$ cat config.mk
export PLATFORM = sky130hd
export DESIGN_NAME = ll_head_table_lookup
export DESIGN_NICKNAME = d
export VERILOG_FILES = /design/src/rtl/ll_head_table_pkg.sv /design/src/rtl/ll_head_table_lookup.sv
export SDC_FILE = /design/constraint.sdc
export NUM_CORES = 1
export LEC_CHECK = 0
export CORE_MARGIN = 2
export CORE_UTILIZATION = 40
export DETAILED_ROUTE_END_ITERATION = 10
export HOLD_SLACK_MARGIN = 0.02
export PLACE_DENSITY = 0.55
export SETUP_SLACK_MARGIN = 0.3
export SLEW_MARGIN = 0
export SYNTH_ARGS = -nofsm -noshare
export SYNTH_HDL_FRONTEND = slang
export SYNTH_SLANG_ARGS = --single-unit
$ cat constraint.sdc
create_clock -name clk_i -period 3.25 [get_ports clk_i]
set_input_delay 0.65 -clock clk_i [delete_from_list [all_inputs] [get_ports clk_i]]
set_output_delay 0.65 -clock clk_i [all_outputs]
set_load 0.005 [all_outputs]
$ cat src/rtl/ll_head_table_pkg.sv
// Shared command/task types for the linked-list data-table engines.
package ll_head_table_pkg;

    localparam int LL_TABLE_ADDR_WIDTH = 8;

    typedef enum logic [1:0] {
        LL_OP_ENQ  = 2'd0,
        LL_OP_DEQ  = 2'd1,
        LL_OP_PEEK = 2'd2,
        LL_OP_NOP  = 2'd3
    } ll_op_e;

    typedef struct packed {
        logic [7:0] key;
        ll_op_e     opcode;
    } ll_ht_command_t;

    typedef struct packed {
        ll_ht_command_t                 cmd;
        logic [LL_TABLE_ADDR_WIDTH-1:0] head_ptr;
        logic                           head_ptr_val;
    } ll_ht_pdata_t;

endpackage

$ cat src/rtl/ll_head_table_lookup.sv
// Per-queue head-pointer table: one locked lookup at a time, released by op_done_i.
// A_WIDTH must equal LL_TABLE_ADDR_WIDTH since the task struct carries the pointer.
module ll_head_table_lookup
    import ll_head_table_pkg::*;
#(
    parameter int RAM_LATENCY = 2,
    parameter int A_WIDTH     = LL_TABLE_ADDR_WIDTH,
    parameter int QUEUE_CNT   = 16,
    parameter int Q_WIDTH     = $clog2(QUEUE_CNT)
) (
    input  logic                 clk_i,
    input  logic                 rst_n_i,
    input  ll_ht_command_t       cmd_i,
    input  logic [Q_WIDTH-1:0]   cmd_queue_i,
    input  logic                 cmd_valid_i,
    output logic                 cmd_ready_o,
    output ll_ht_pdata_t         task_o,
    output logic [Q_WIDTH-1:0]   task_queue_o,
    output logic                 task_valid_o,
    input  logic                 task_ready_i,
    input  logic                 op_done_i,
    input  logic [Q_WIDTH-1:0]   head_wr_queue_i,
    input  logic [A_WIDTH-1:0]   head_wr_ptr_i,
    input  logic                 head_wr_ptr_val_i,
    input  logic                 head_wr_en_i,
    output logic                 init_done_o
);

    localparam int CNT_W = $clog2(RAM_LATENCY + 1);

    typedef enum logic [2:0] {
        CLEAR_S,
        IDLE_S,
        READ_S,
        OUT_S,
        WAIT_DONE_S
    } state_e;

    typedef struct packed {
        logic [A_WIDTH-1:0] ptr;
        logic               val;
    } head_t;

    state_e             state_q, state_d;
    logic [Q_WIDTH-1:0] clr_idx_q, clr_idx_d;
    logic [CNT_W-1:0]   rd_cnt_q, rd_cnt_d;
    head_t              fwd_q, fwd_d;
    logic               fwd_vld_q, fwd_vld_d;
    ll_ht_pdata_t       task_q, task_d;
    logic [Q_WIDTH-1:0] task_queue_q, task_queue_d;
    logic               cmd_ready_q, cmd_ready_d;
    logic               task_valid_q, task_valid_d;
    logic               init_done_q, init_done_d;

    head_t              head_mem [QUEUE_CNT];
    head_t              rd_pipe_q [RAM_LATENCY];
    head_t              wr_entry;
    head_t              rd_head;
    logic               wr_hit;

    assign wr_entry = '{ptr: head_wr_ptr_i, val: head_wr_ptr_val_i};
    // task_queue_q doubles as the locked queue and the RAM read address.
    assign wr_hit   = head_wr_en_i && (head_wr_queue_i == task_queue_q);

    // NOTE: storage and read pipeline carry no reset; the clear sweep initialises the table.
    always_ff @(posedge clk_i) begin
        if (state_q == CLEAR_S) begin
            head_mem[clr_idx_q] <= '0;
        end else if (head_wr_en_i) begin
            head_mem[head_wr_queue_i] <= wr_entry;
        end
        rd_pipe_q[0] <= head_mem[task_queue_q];
        for (int i = 1; i < RAM_LATENCY; i++) begin
            rd_pipe_q[i] <= rd_pipe_q[i-1];
        end
    end

    // NOTE: every always_comb output gets a default first so no latch is inferred.
    always_comb begin
        state_d      = state_q;
        clr_idx_d    = clr_idx_q;
        rd_cnt_d     = rd_cnt_q;
        fwd_d        = fwd_q;
        fwd_vld_d    = fwd_vld_q;
        task_d       = task_q;
        task_queue_d = task_queue_q;
        rd_head      = rd_pipe_q[RAM_LATENCY-1];

        case (state_q)
            CLEAR_S: begin
                clr_idx_d = clr_idx_q + 1'b1;
                if (clr_idx_q == Q_WIDTH'(QUEUE_CNT - 1)) begin
                    state_d = IDLE_S;
                end
            end
            IDLE_S: begin
                if (cmd_valid_i) begin
                    task_d.cmd   = cmd_i;
                    task_queue_d = cmd_queue_i;
                    rd_cnt_d     = '0;
                    fwd_d        = wr_entry;
                    fwd_vld_d    = head_wr_en_i && (head_wr_queue_i == cmd_queue_i);
                    state_d      = READ_S;
                end
            end
            READ_S: begin
                if (rd_cnt_q == CNT_W'(RAM_LATENCY)) begin
                    // Freshest wins: this edge's write, then a captured one, then RAM.
                    if (wr_hit) begin
                        rd_head = wr_entry;
                    end else if (fwd_vld_q) begin
                        rd_head = fwd_q;
                    end
                    task_d.head_ptr     = rd_head.ptr;
                    task_d.head_ptr_val = rd_head.val;
                    state_d             = OUT_S;
                end else begin
                    rd_cnt_d = rd_cnt_q + 1'b1;
                    if (wr_hit) begin
                        fwd_d     = wr_entry;
                        fwd_vld_d = 1'b1;
                    end
                end
            end
            OUT_S: begin
                if (task_ready_i) begin
                    state_d = WAIT_DONE_S;
                end
            end
            WAIT_DONE_S: begin
                if (op_done_i) begin
                    state_d = IDLE_S;
                end
            end
            default: state_d = CLEAR_S;
        endcase

        cmd_ready_d  = (state_d == IDLE_S);
        task_valid_d = (state_d == OUT_S);
        init_done_d  = (state_d != CLEAR_S);
    end

    always_ff @(posedge clk_i or negedge rst_n_i) begin
        if (!rst_n_i) begin
            state_q      <= CLEAR_S;
            clr_idx_q    <= '0;
            rd_cnt_q     <= '0;
            fwd_q        <= '0;
            fwd_vld_q    <= 1'b0;
            task_q       <= '0;
            task_queue_q <= '0;
            cmd_ready_q  <= 1'b0;
            task_valid_q <= 1'b0;
            init_done_q  <= 1'b0;
        end else begin
            state_q      <= state_d;
            clr_idx_q    <= clr_idx_d;
            rd_cnt_q     <= rd_cnt_d;
            fwd_q        <= fwd_d;
            fwd_vld_q    <= fwd_vld_d;
            task_q       <= task_d;
            task_queue_q <= task_queue_d;
            cmd_ready_q  <= cmd_ready_d;
            task_valid_q <= task_valid_d;
            init_done_q  <= init_done_d;
        end
    end

    assign cmd_ready_o  = cmd_ready_q;
    assign task_o       = task_q;
    assign task_queue_o = task_queue_q;
    assign task_valid_o = task_valid_q;
    assign init_done_o  = init_done_q;

endmodule

Word-level counts from Yosys, hierarchy flattened:

Memory sizes are Yosys's and may differ from the RTL's.
Index checks and enable logic that the tools add are counted.

* add/sub/neg operators: 2
* equal/unequal tests: 13
* multiplexer cells: 27
* reduce and logical (&&, ||, !) cells: 10

Operators with widths (number)
* $mux W9: 6
* $pmux W9 S2: 1
* $mux W3: 5
* $pmux W3 S5: 1
* $eq A3 B2 Y1 const B: 3
* $mux W1: 9
* $reduce_or A9 Y1: 1
* $eq A4 B4 Y1: 2
* $eq A3 B1 Y1 const B: 2
* $ne A2 B2 Y1 const B: 3
* $add A4 B1 Y4 const B: 1
* $eq A4 B4 Y1 const B: 1
* $mux W2: 2
* $mux W4: 1
* $pmux W2 S2: 1
* $reduce_and A2 Y1: 2
* $reduce_and A4 Y1: 1
* $eq A3 B3 Y1 const B: 1
* $logic_not A3 Y1: 1
* $reduce_and A3 Y1: 1
* $reduce_bool A3 Y1: 1
* $add A2 B1 Y2 const B: 1
* $eq A2 B2 Y1 const B: 1
* $logic_and A1 B1 Y1: 2
* 2 further kinds: 2

* bits in registers: 45
* bits in writable memories: 162
* output and inout port bits: 26
* word-level logic and storage cells: 68
* memories kept: 2

Memories
* head_mem: words 16, bits a word 9, read ports 1, clocked after Yosys merged registers in 0, write ports 1, line ll_head_table_lookup.sv:55 `head_t head_mem [QUEUE_CNT];`
* rd_pipe_q: words 2, bits a word 9, read ports 2, clocked after Yosys merged registers in 0, write ports 2, line ll_head_table_lookup.sv:56 `head_t rd_pipe_q [RAM_LATENCY];`

Longest topological paths before layout:

Gate-level depths: netlist of run 1.

* depth after elaboration: 5
* depth in mapped cells: 7
* depth with buffers taken out: 6

Worst setup path before layout of run 1:

Ideal clock, no wire load.

* path type: register to register
* from: register state_q[0]
* to: memory head_mem[10][0] in the netlist's numbering, enable pin
* library setup time: 374 ps
* data arrival time: 1820 ps
* data required time: 2876 ps
* slack: 1056 ps
* stages on the path, launching flop included: 5
* path buffers: 1
* period minus slack after synthesis: 2194 ps
* cells stage by stage: dfrtp_1 -> buf_6 -> o31ai_1 -> a31oi_1 -> nor2_1

* word-level cells in the longest chain between the ends: 5
* elaborated cells between the ends (all ways): 8

RTL lines
* from (decl): line ll_head_table_lookup.sv:44 `state_e state_q, state_d;`
* from (signal assigned): line ll_head_table_lookup.sv:156 `state_q <= state_d;`
* $logic_not A3 Y1 (*): line ll_head_table_lookup.sv:67 `if (state_q == CLEAR_S) begin`
* $mux W1: line ll_head_table_lookup.sv:67
* $mux W1 (implied by the code): line ll_head_table_lookup.sv:70 `head_mem[head_wr_queue_i] <= wr_entry;`
* $reduce_or A9 Y1 (no source line)
* $mux W4 (no source line) or $mux W1 (tied branches)
* to (decl): line ll_head_table_lookup.sv:55

Mark *: on every way between the ends. The rest lies on a longest branch, timed or not.

Final worst setup path of run 1:

* from: register task_queue_q[3], in the netlist task_queue_o[3]
* to: output task_queue_o[3]

RTL lines
* from (decl): line ll_head_table_lookup.sv:50 `logic [Q_WIDTH-1:0] task_queue_q, task_queue_d;`
* from (signal assigned): line ll_head_table_lookup.sv:162 `task_queue_q <= task_queue_d;`
* to (decl): line ll_head_table_lookup.sv:18 `output logic [Q_WIDTH-1:0] task_queue_o,`

No word-level cell between the ends.

==> reports/metrics.cfg, run 1 <==
[final_layout]
syn_to_final_growth_pct = 20.2
final_cell_area_um2 = 9930
diodes = 0
drive_gt1_share_pct = 20.1
nets = 562

[sta]
slew_violations = 0
skew_ns = 0.0105
tightest_slew_ns = 1.03
fmax_mhz = 392
relSlewSlack_pct = 31.2
hold_viol_final = 0
fin_tns_setup_ns = 0
period_needed_ns = 2.55
finalSetupViolations = 0
finalCritPeriodShare_pct = 78.5
rsz0062_at_grt = false

[clock_tree]
insertion_delay_ns = 0.50
cts_resized = 0
cts_made_buffers = 22
cts-root-buf = clkbuf_16
cts.path.max_buffers = 3
postCtsSetupBuffers = 0
path_clk_slew_ns = 0.06
numClockSinks = 207
postCtsHoldBufs = 0
htree_levels = 1
cts_tree = built

[yosys]
syn_area_per_cell_um2 = 18.6
yosys_most_used_dff = edfxtp_1
synth_seq_area_share_pct = 70.3
syn_area_um2 = 8260
async_reset_ff_share_pct = 21.7
synth_edf_count = 144
syn_inst = 445
syn_nets = 480
synthDistinctLibCells = 45
synth-seq-cells = 207
ys_warn_count = 0

[power_and_ir_drop]
p_per_area_nw_per_um2 = 910
ir_drop_v = 0.000359
p_leak_uw = 0.00356

[floorplan]
placementRows = 52
coreArea_um2 = 20200
dieWidth_um = 148
start_util_pct = 40.8
die-area_um2 = 21800
ioPinCount = 59
fp.dieH_um = 148

[critical_path]
crit_buf_inv = 1
worst-setup-path-type = register to output port
startpoint_type = register
startpoint = task_queue_o[3]
worstPathCellList = clkdlybuf4s50_1
timing.rr.start = state_q[1]
cp.depth = 1
cp_max_fo = 12
crit_family = flip-flops
r2r_cells = 3
critPathMaxStageDelay_ns = 0.76
worstPathRequired_ns = 2.60
slowest_stage = dfrtp_1
cp.arrival_ns = 1.90
crit_path_end_kind = output port

[placement]
dpl-instance-area_um2 = 9230
dp_hpwl_um = 11100
port_buffers = 58
finalWeightedCongestion = 0.744

[drt]
dr.pass1.iters = 4
wirelength_um = 16800
drc = 0
ant_nets = 0
vias = 4321
drt_iter0_markers = 224
wl_per_cell_um = 20.7
viasPerCell = 5.31

[global_route]
antenna_found_initial = 0
grt_start_max_net_pins = 46
grt_use_total_pct = 15.8
grt.overflow.total = 0
grt_pass1_wl_um = 26300
grt_pass1_vias = 4501

[job]
maxCapViolations = 0

[status]
status = completed

[worst_hold_path]
hold_class = input port to asynchronous set/reset pin

## layout by cell type (no fill, tap or decap), drive strengths merged, types with 7 or more instances in the layout
cell type      instances
xnor2                  8
edfxtp               144
inv                    8
dfrtp                 45
mux4                  45
o311ai                 9
mux2i                  9
and3                  11
nand4                 10
dfxtp                 18
mux2                  24
clkbuf                25
clkdlybuf4s50         57
clkinv                10
nand2                 19
buf                   26
nor2                  21
a31oi                  7
## flip-flops by register name, indices dropped and copies added, names as in the netlist, 2 cells and up
signal / flops
fwd_q: 9
rd_cnt_q: 2
task_o: 19
task_queue_o: 4
clr_idx_q: 4
state_q: 3
head_mem: 144
rd_pipe_q: 18
## layout make-up
class | count | area (µm²)
clock buffers | 25 | 562
clock inverters | 15 | 139
repair buffers | 83 | 776
multi-input cells | 206 | 2280
fillers | 1663 | 10300
well taps | 270 | 338
inverters | 7 | 26.3
flip-flops and latches | 207 | 5810
## routing by layer
| layer | global-route usage, % | wire [µm] | vias to the layer above | part of all wire (%) |
|---|---|---|---|---|
| met5 | 0 | 0 | - | 0 |
| met4 | 4.38 | 309 | 0 | 1.8 |
| met3 | 2.93 | 887 | 16 | 5.3 |
| met2 | 25.9 | 7970 | 107 | 47 |
| met1 | 21.9 | 7650 | 2234 | 45 |
| li1 | - | - | 1964 | - |
## worst paths after layout
check                                   end  slack [ns]
hold reg to reg            rd_pipe_q[0][15]        0.33
max in group asynchronous   task_queue_o[0]        2.22
hold / removal                   task_o[13]        0.33
setup / recovery            task_queue_o[3]        0.70
setup reg to reg            head_mem[14][1]        0.75
min in group clk_i         rd_pipe_q[0][15]        0.33
## logic make-up (layout without fill, tap and decap cells)
group	Yosys count	in the layout	share of synthesized area, %
simple gates	82	82	5.13
xor+xnor	11	11	1.17
flops	207	207	70.3
fa+ha+maj	2	2	0.303
mux	78	78	17.8
buf+inv	32	130	2.29
compound gates	33	33	3.00
## Yosys cell counts (2+ instances only)
master    instances  share of area [%]
nor2_1           21               0.95
ha_1              2               0.30
a31oi_1           7               0.53
inv_1             7               0.32
nand4_1          10               0.76
edfxtp_1        144                 52
xor2_1            3               0.32
dfxtp_1          18                4.4
mux2i_1           9                1.1
xnor2_1           8               0.85
mux4_2           20                5.5
nor4bb_1          2               0.24
mux2_2           24                3.3
buf_1             4               0.18
a31o_2            2               0.21
nand2_1          19               0.86
a21boi_0          2               0.18
o311ai_0          8               0.85
buf_6             8                1.1
o31ai_1           2               0.18
nand3_1           3               0.18
clkbuf_1          8               0.36
mux4_1           25                8.0
and3_1           11               0.83
o21ai_0           4               0.24
dfrtp_1          45                 14
nor3b_1           3               0.27
nor3_1            5               0.30
and2_1            2               0.15
buf_2             4               0.24
## through the flow
| stage | utilization, % | hold WS (ns) | setup WS [ns] | total power (µW) | std cells |
|---|---|---|---|---|---|
| final | 49.1 | 0.326 | 0.699 | 9040 | 813 |
| after CTS | 49.1 | 0.326 | 0.513 | 9140 | 813 |
| after global routing | 49.1 | 0.332 | 0.530 | 9490 | 813 |
| after detailed placement | 45.6 | 0.312 | 0.487 | 6720 | 773 |
| after global placement | 45.6 | 0.316 | 0.563 | 6640 | 773 |
| after floorplan | - | 0.310 | 1.06 | 5650 | 445 |
## where the power goes
part           internal (µW)  switching [µW]  total, µW
Sequential              3630             337       3960
Clock                   1410             998       2410
Combinational           1390            1280       2670
## worst reg2reg max path, stage by stage (launching register included)
cell,delay [ns]
dfrtp_1,0.56
o31ai_1,0.74
a31oi_1,0.31
nor2_2,0.52
Power figures use the tool's default switching activity.
==> run 2, diff against run 1 <==
--- a/config.mk
+++ b/config.mk
@@ -9,7 +9,7 @@
 export CORE_UTILIZATION = 40
 export DETAILED_ROUTE_END_ITERATION = 10
 export HOLD_SLACK_MARGIN = 0.02
-export PLACE_DENSITY = 0.55
+export PLACE_DENSITY = 0.57
 export SETUP_SLACK_MARGIN = 0.3
 export SLEW_MARGIN = 0
 export SYNTH_ARGS = -nofsm -noshare
==> constraint.sdc (replaced) <==
create_clock -name clk_i -period 2.12 [get_ports clk_i]
set_input_delay 0.424 -clock clk_i [delete_from_list [all_inputs] [get_ports clk_i]]
set_output_delay 0.424 -clock clk_i [all_outputs]
set_load 0.005 [all_outputs]
==> run 2 against run 1 <==
The flow now finishes with violations (hold timing). Flip-flop and latch count is the same. Register-to-register slack lost 0.58 ns. Final cell count up 8.2%. Sequential share of layout area shrank 7.0 points. Total power rose by 81%. Critical path type is now register to register. Via count grew 8.0%.
==> reports/metrics.cfg, run 2 (same netlist as run 1, synthesis figures left out) <==
[worst_hold_path]
hold_class = input port to asynchronous set/reset pin

[floorplan]
coreArea_um2 = 20200
die-area_um2 = 21800
start_util_pct = 40.8
dieWidth_um = 148
placementRows = 52
fp.dieH_um = 148
ioPinCount = 59

[sta]
finalSetupViolations = 0
period_needed_ns = 1.95
fmax_mhz = 512
finalCritPeriodShare_pct = 92.2
hold_ws_ns = -0.00999
tightest_slew_ns = 0.580
relSlewSlack_pct = 61.3
rsz0062_at_grt = true
skew_ns = 0.0144
hold_viol_final = 4
slew_violations = 0

[job]
maxCapViolations = 0

[global_route]
busiest_layer = met2
grt_pass1_wl_um = 29300
grt_start_max_net_pins = 46
grt_use_met1_pct = 25.1
antenna_found_initial = 0
met3_usage_pct = 3.02
met2_usage_pct = 29.5
grt.overflow.total = 0
grt_pass1_vias = 4878
grt_use_total_pct = 18.0

[critical_path]
startpoint_type = register
worst-r2r-setup-slack_ns = 0.17
crit_path_end_kind = register
startpoint = task_queue_o[0]
timing.rr.start = task_queue_o[0]
r2r_cells = 5
cp_max_fo = 6
r2r-end = rd_pipe_q[0][8]
worstPathRequired_ns = 2.50
cp.arrival_ns = 2.34
worst-setup-path-type = register to register

[drt]
wl_per_cell_um = 22.3
drt_iter0_markers = 265
viasPerCell = 5.30
wirelength_um = 19600
vias = 4665
dr.pass1.iters = 5
ant_nets = 0
drc = 0

[final_layout]
diodes = 0
top_register = head_mem
syn_to_final_growth_pct = 36.7
nets = 630
final_cell_area_um2 = 11300
final_common_cell = edfxtp_1
drive_gt1_share_pct = 42.1
largest_reg_flops = 144
final_cell_mix = 144 x edfxtp_1, 46 x clkdlybuf4s50_1, 42 x mux4_2, 39 x dfrtp_1, 37 x buf_4

[status]
violations = hold timing
status = complete, but fails checks

[clock_tree]
cts_tree = built
path_clk_slew_ns = 0.07
htree_levels = 1
numClockSinks = 207
insertion_delay_ns = 0.51
cts-root-buf = clkbuf_16
postCtsHoldBufs = 0
cts.path.max_buffers = 3
cts_made_buffers = 23

[power_and_ir_drop]
ir_drop_v = 0.000824
p_leak_uw = 0.00407
p_per_area_nw_per_um2 = 1450
p_total_uw = 16300

[placement]
dpl-instance-area_um2 = 9740
dp_hpwl_um = 12100
finalWeightedCongestion = 0.784
port_buffers = 58

run 2: critical path: stages, from the launching register on:
cell and delay, ns:
dfrtp_2 0.39, buf_12 0.16, buf_12 0.11, buf_16 0.11
mux4_2 0.56, mux4_2 0.49
run 2: stage by stage:
stage / setup WS (ns) / hold WS, ns / setup TNS [ns] / utilization (%) / std cells
5_1_grt: 0.121 / 0.0441 / 0 / 55.8 / 880
6_report: 0.166 / -0.00999 / 0 / 55.8 / 880
3_3_place_gp: -0.237 / 0.311 / -32.31 / 48.1 / 799
2_1_floorplan: 0.264 / 0.128 / 0 / - / 445
3_5_place_dp: -0.248 / 0.312 / -38.93 / 48.1 / 799
4_1_cts: 0.157 / 0.0201 / 0 / 54.1 / 865
run 2: repair_timing:
| item | 4_1_cts | 5_1_grt |
|---|---|---|
| gates resized for setup | 82 | 60 |
| buffers inserted | 21 | 11 |
| pin swaps | 13 | 16 |
| setup endpoints to repair | 324 | 312 |
| gates cloned | 5 | 4 |
run 2: how the worst max path moves through the flow:
stage | end | cells after the start | slack, ns
after floorplan | head_mem[11][0] | 4 | 0.26
after global placement | head_mem[0][0] | 6 | -0.24
after detailed placement | fwd_q[5] | 6 | -0.25
after CTS | head_mem[1][6] | 6 | 0.16
after global routing | head_mem[11][3] | 7 | 0.12
final | rd_pipe_q[0][8] | 5 | 0.17
run 2: final cells by class:
cell class | count | area, µm²
clock inverters | 15 | 139
clock buffers | 25 | 583
repair buffers | 148 | 1780
flip-flops and latches | 207 | 5820
well taps | 270 | 338
inverters | 7 | 26.3
fillers | 1572 | 8940
multi-input cells | 208 | 2610
run 2: power breakdown:
group,internal [µW],switching (µW),total (µW)
logic,3590,2840,6430
clock network,2240,1590,3830
registers,5570,519,6080
run 2: layer usage:
metal | vias to the layer above | part of all wire [%] | wire [µm]
met5 | - | 0 | 0
met4 | 0 | 2.4 | 478
met3 | 35 | 4.7 | 920
met2 | 135 | 50 | 9750
met1 | 2420 | 43 | 8470
li1 | 2075 | - | -
==> run 3, diff against run 2 <==
--- a/config.mk
+++ b/config.mk
@@ -5,11 +5,10 @@
 export SDC_FILE = /design/constraint.sdc
 export NUM_CORES = 1
 export LEC_CHECK = 0
-export CORE_MARGIN = 2
-export CORE_UTILIZATION = 40
+export CORE_UTILIZATION = 53
 export DETAILED_ROUTE_END_ITERATION = 10
 export HOLD_SLACK_MARGIN = 0.02
-export PLACE_DENSITY = 0.57
+export PLACE_DENSITY = 0.73
 export SETUP_SLACK_MARGIN = 0.3
 export SLEW_MARGIN = 0
 export SYNTH_ARGS = -nofsm -noshare
==> run 3 against run 2 <==
The run now ends clean. Non-clock buffer count is 4 higher. Clock-buffer cell count is 5 higher. Core utilization increased by 17 points. Total power down 0.26%. Clock power fell by 3%. Hold slack improved by 0.34 ns. First-iteration DRC count increased by 29%. Combinational power rose by 0.6%. Cell area down 1.9%. Global-route usage increased by 6.4 points. Largest cell class unchanged. Highest routed layer unchanged.
==> reports/metrics.cfg, run 3 (same netlist as run 1, synthesis figures left out) <==
[clock_tree]
cts.path.max_buffers = 3
numClockSinks = 207
insertion_delay_ns = 0.50
cts_made_buffers = 22
cts-root-buf = clkbuf_16
path_clk_slew_ns = 0.06
htree_levels = 1
cts_tree = built

[floorplan]
placementRows = 45
start_util_pct = 54.3
dieWidth_um = 127
fp.dieH_um = 127
ioPinCount = 59
coreArea_um2 = 15200
die-area_um2 = 16100

[final_layout]
diodes = 0
drive_gt1_share_pct = 41.2
num-fill-cells = 856
largest_reg_flops = 144
final_common_cell = edfxtp_1
final_cell_mix = 144 x edfxtp_1, 51 x buf_4, 47 x clkdlybuf4s50_1, 40 x mux4_2, 39 x dfrtp_1
syn_to_final_growth_pct = 34.1
top_register = head_mem
nets = 635

[critical_path]
worst-r2r-setup-slack_ns = 0.16
r2r_cells = 8
worst-setup-path-type = register to register
cp_max_fo = 9
crit_path_end_kind = register
startpoint_type = register
r2r-end = head_mem[12][5]
worstPathRequired_ns = 2.33
cp.arrival_ns = 2.18
timing.rr.start = state_q[0]

[global_route]
busiest_layer = met2
grt_use_total_pct = 24.3
grt_start_max_net_pins = 19
grt.overflow.total = 0
met3_usage_pct = 4.01
met2_usage_pct = 42.8
grt_use_met1_pct = 31.2
grt_pass1_wl_um = 29000
antenna_found_initial = 0
grt_pass1_vias = 4862

[drt]
ant_nets = 0
vias = 4902
dr.pass1.iters = 5
drc = 0
wirelength_um = 20000
viasPerCell = 6.10
wl_per_cell_um = 24.8
drt_iter0_markers = 342

[job]
maxCapViolations = 0

[worst_hold_path]
hold_start = rd_pipe_q[0][1]
hold_class = register to register
holdPathStages = 0
hold-path-endpoint = rd_pipe_q[0][10]

[sta]
relSlewSlack_pct = 64.3
period_needed_ns = 1.96
finalSetupViolations = 0
slew_violations = 0
rsz0062_at_grt = true
tightest_slew_ns = 0.536
skew_ns = 0.00862
finalCritPeriodShare_pct = 92.6
setup_ws_ns = 0.156
fin_tns_setup_ns = 0
hold_viol_final = 0
fmax_mhz = 509

[power_and_ir_drop]
p_per_area_nw_per_um2 = 1470
p_leak_uw = 0.00405
ir_drop_v = 0.000851

[status]
status = completed

[placement]
dp_hpwl_um = 11500
finalWeightedCongestion = 0.827
port_buffers = 58
pre_cts_ws_ns = -0.272

## run 3: critical path: stages, from the launching register on
cell and delay (ns):
dfrtp_2 0.46, o31ai_4 0.24, buf_6 0.16, buf_4 0.13, a31oi_4 0.13, buf_6 0.17, buf_4 0.13, nor2_4 0.10
buf_12 0.14
## run 3: per-layer routing
metal  up-vias  wire [µm]
met4         0        676
met3        60       1170
li1       2094          -
met5         -          0
met1      2524       7670
met2       224      10500
## run 3: report_power, final
part | internal (µW) | switching (µW) | total [µW]
combinational | 3530 | 2940 | 6470
clock | 2210 | 1510 | 3720
sequential | 5570 | 550 | 6120
## run 3: area by class of cell
cell class / count / area [µm²] / share of cell area (%)
repair buffers: 152 / 1680 / 15.2
clock buffers: 30 / 632 / 5.70
multi-input cells: 210 / 2610 / 23.5
inverters: 7 / 26.3 / 0.237
clock inverters: 10 / 77.6 / 0.700
well taps: 188 / 235 / 2.12
flip-flops and latches: 207 / 5820 / 52.5
## run 3: worst max-delay path by stage
stage	startpoint	endpoint	slack [ns]
floorplan	state_q[2]	head_mem[11][0]	0.26
global placement	head_wr_queue_i[0]	fwd_q[4]	-0.23
detailed placement	head_wr_queue_i[2]	task_o[0]	-0.27
CTS	task_queue_o[0]	rd_pipe_q[0][3]	0.16
global route	state_q[0]	head_mem[12][4]	0.1
finish	state_q[0]	head_mem[12][5]	0.16
## run 3: stage by stage
stage / hold WS (ns) / cells / area, µm² / total power (µW) / util (%)
6_report: 0.326 / 804 / 11100 / 16300 / 72.9
2_1_floorplan: 0.128 / 445 / 8390 / 8890 / -
5_1_grt: 0.333 / 804 / 11100 / 16900 / 72.9
4_1_cts: 0.326 / 778 / 10700 / 15500 / 70.2
3_3_place_gp: 0.312 / 714 / 9510 / 10600 / 62.6
3_5_place_dp: 0.312 / 714 / 9510 / 10800 / 62.6
## run 3: what timing repair did
action,CTS,global route
gates cloned,5,6
setup buffers,18,20
pin swaps,12,10
endpoints found under the setup margin,306,198
hold buffers,1,0
hold endpoints to repair,16,0
resized for setup,74,51
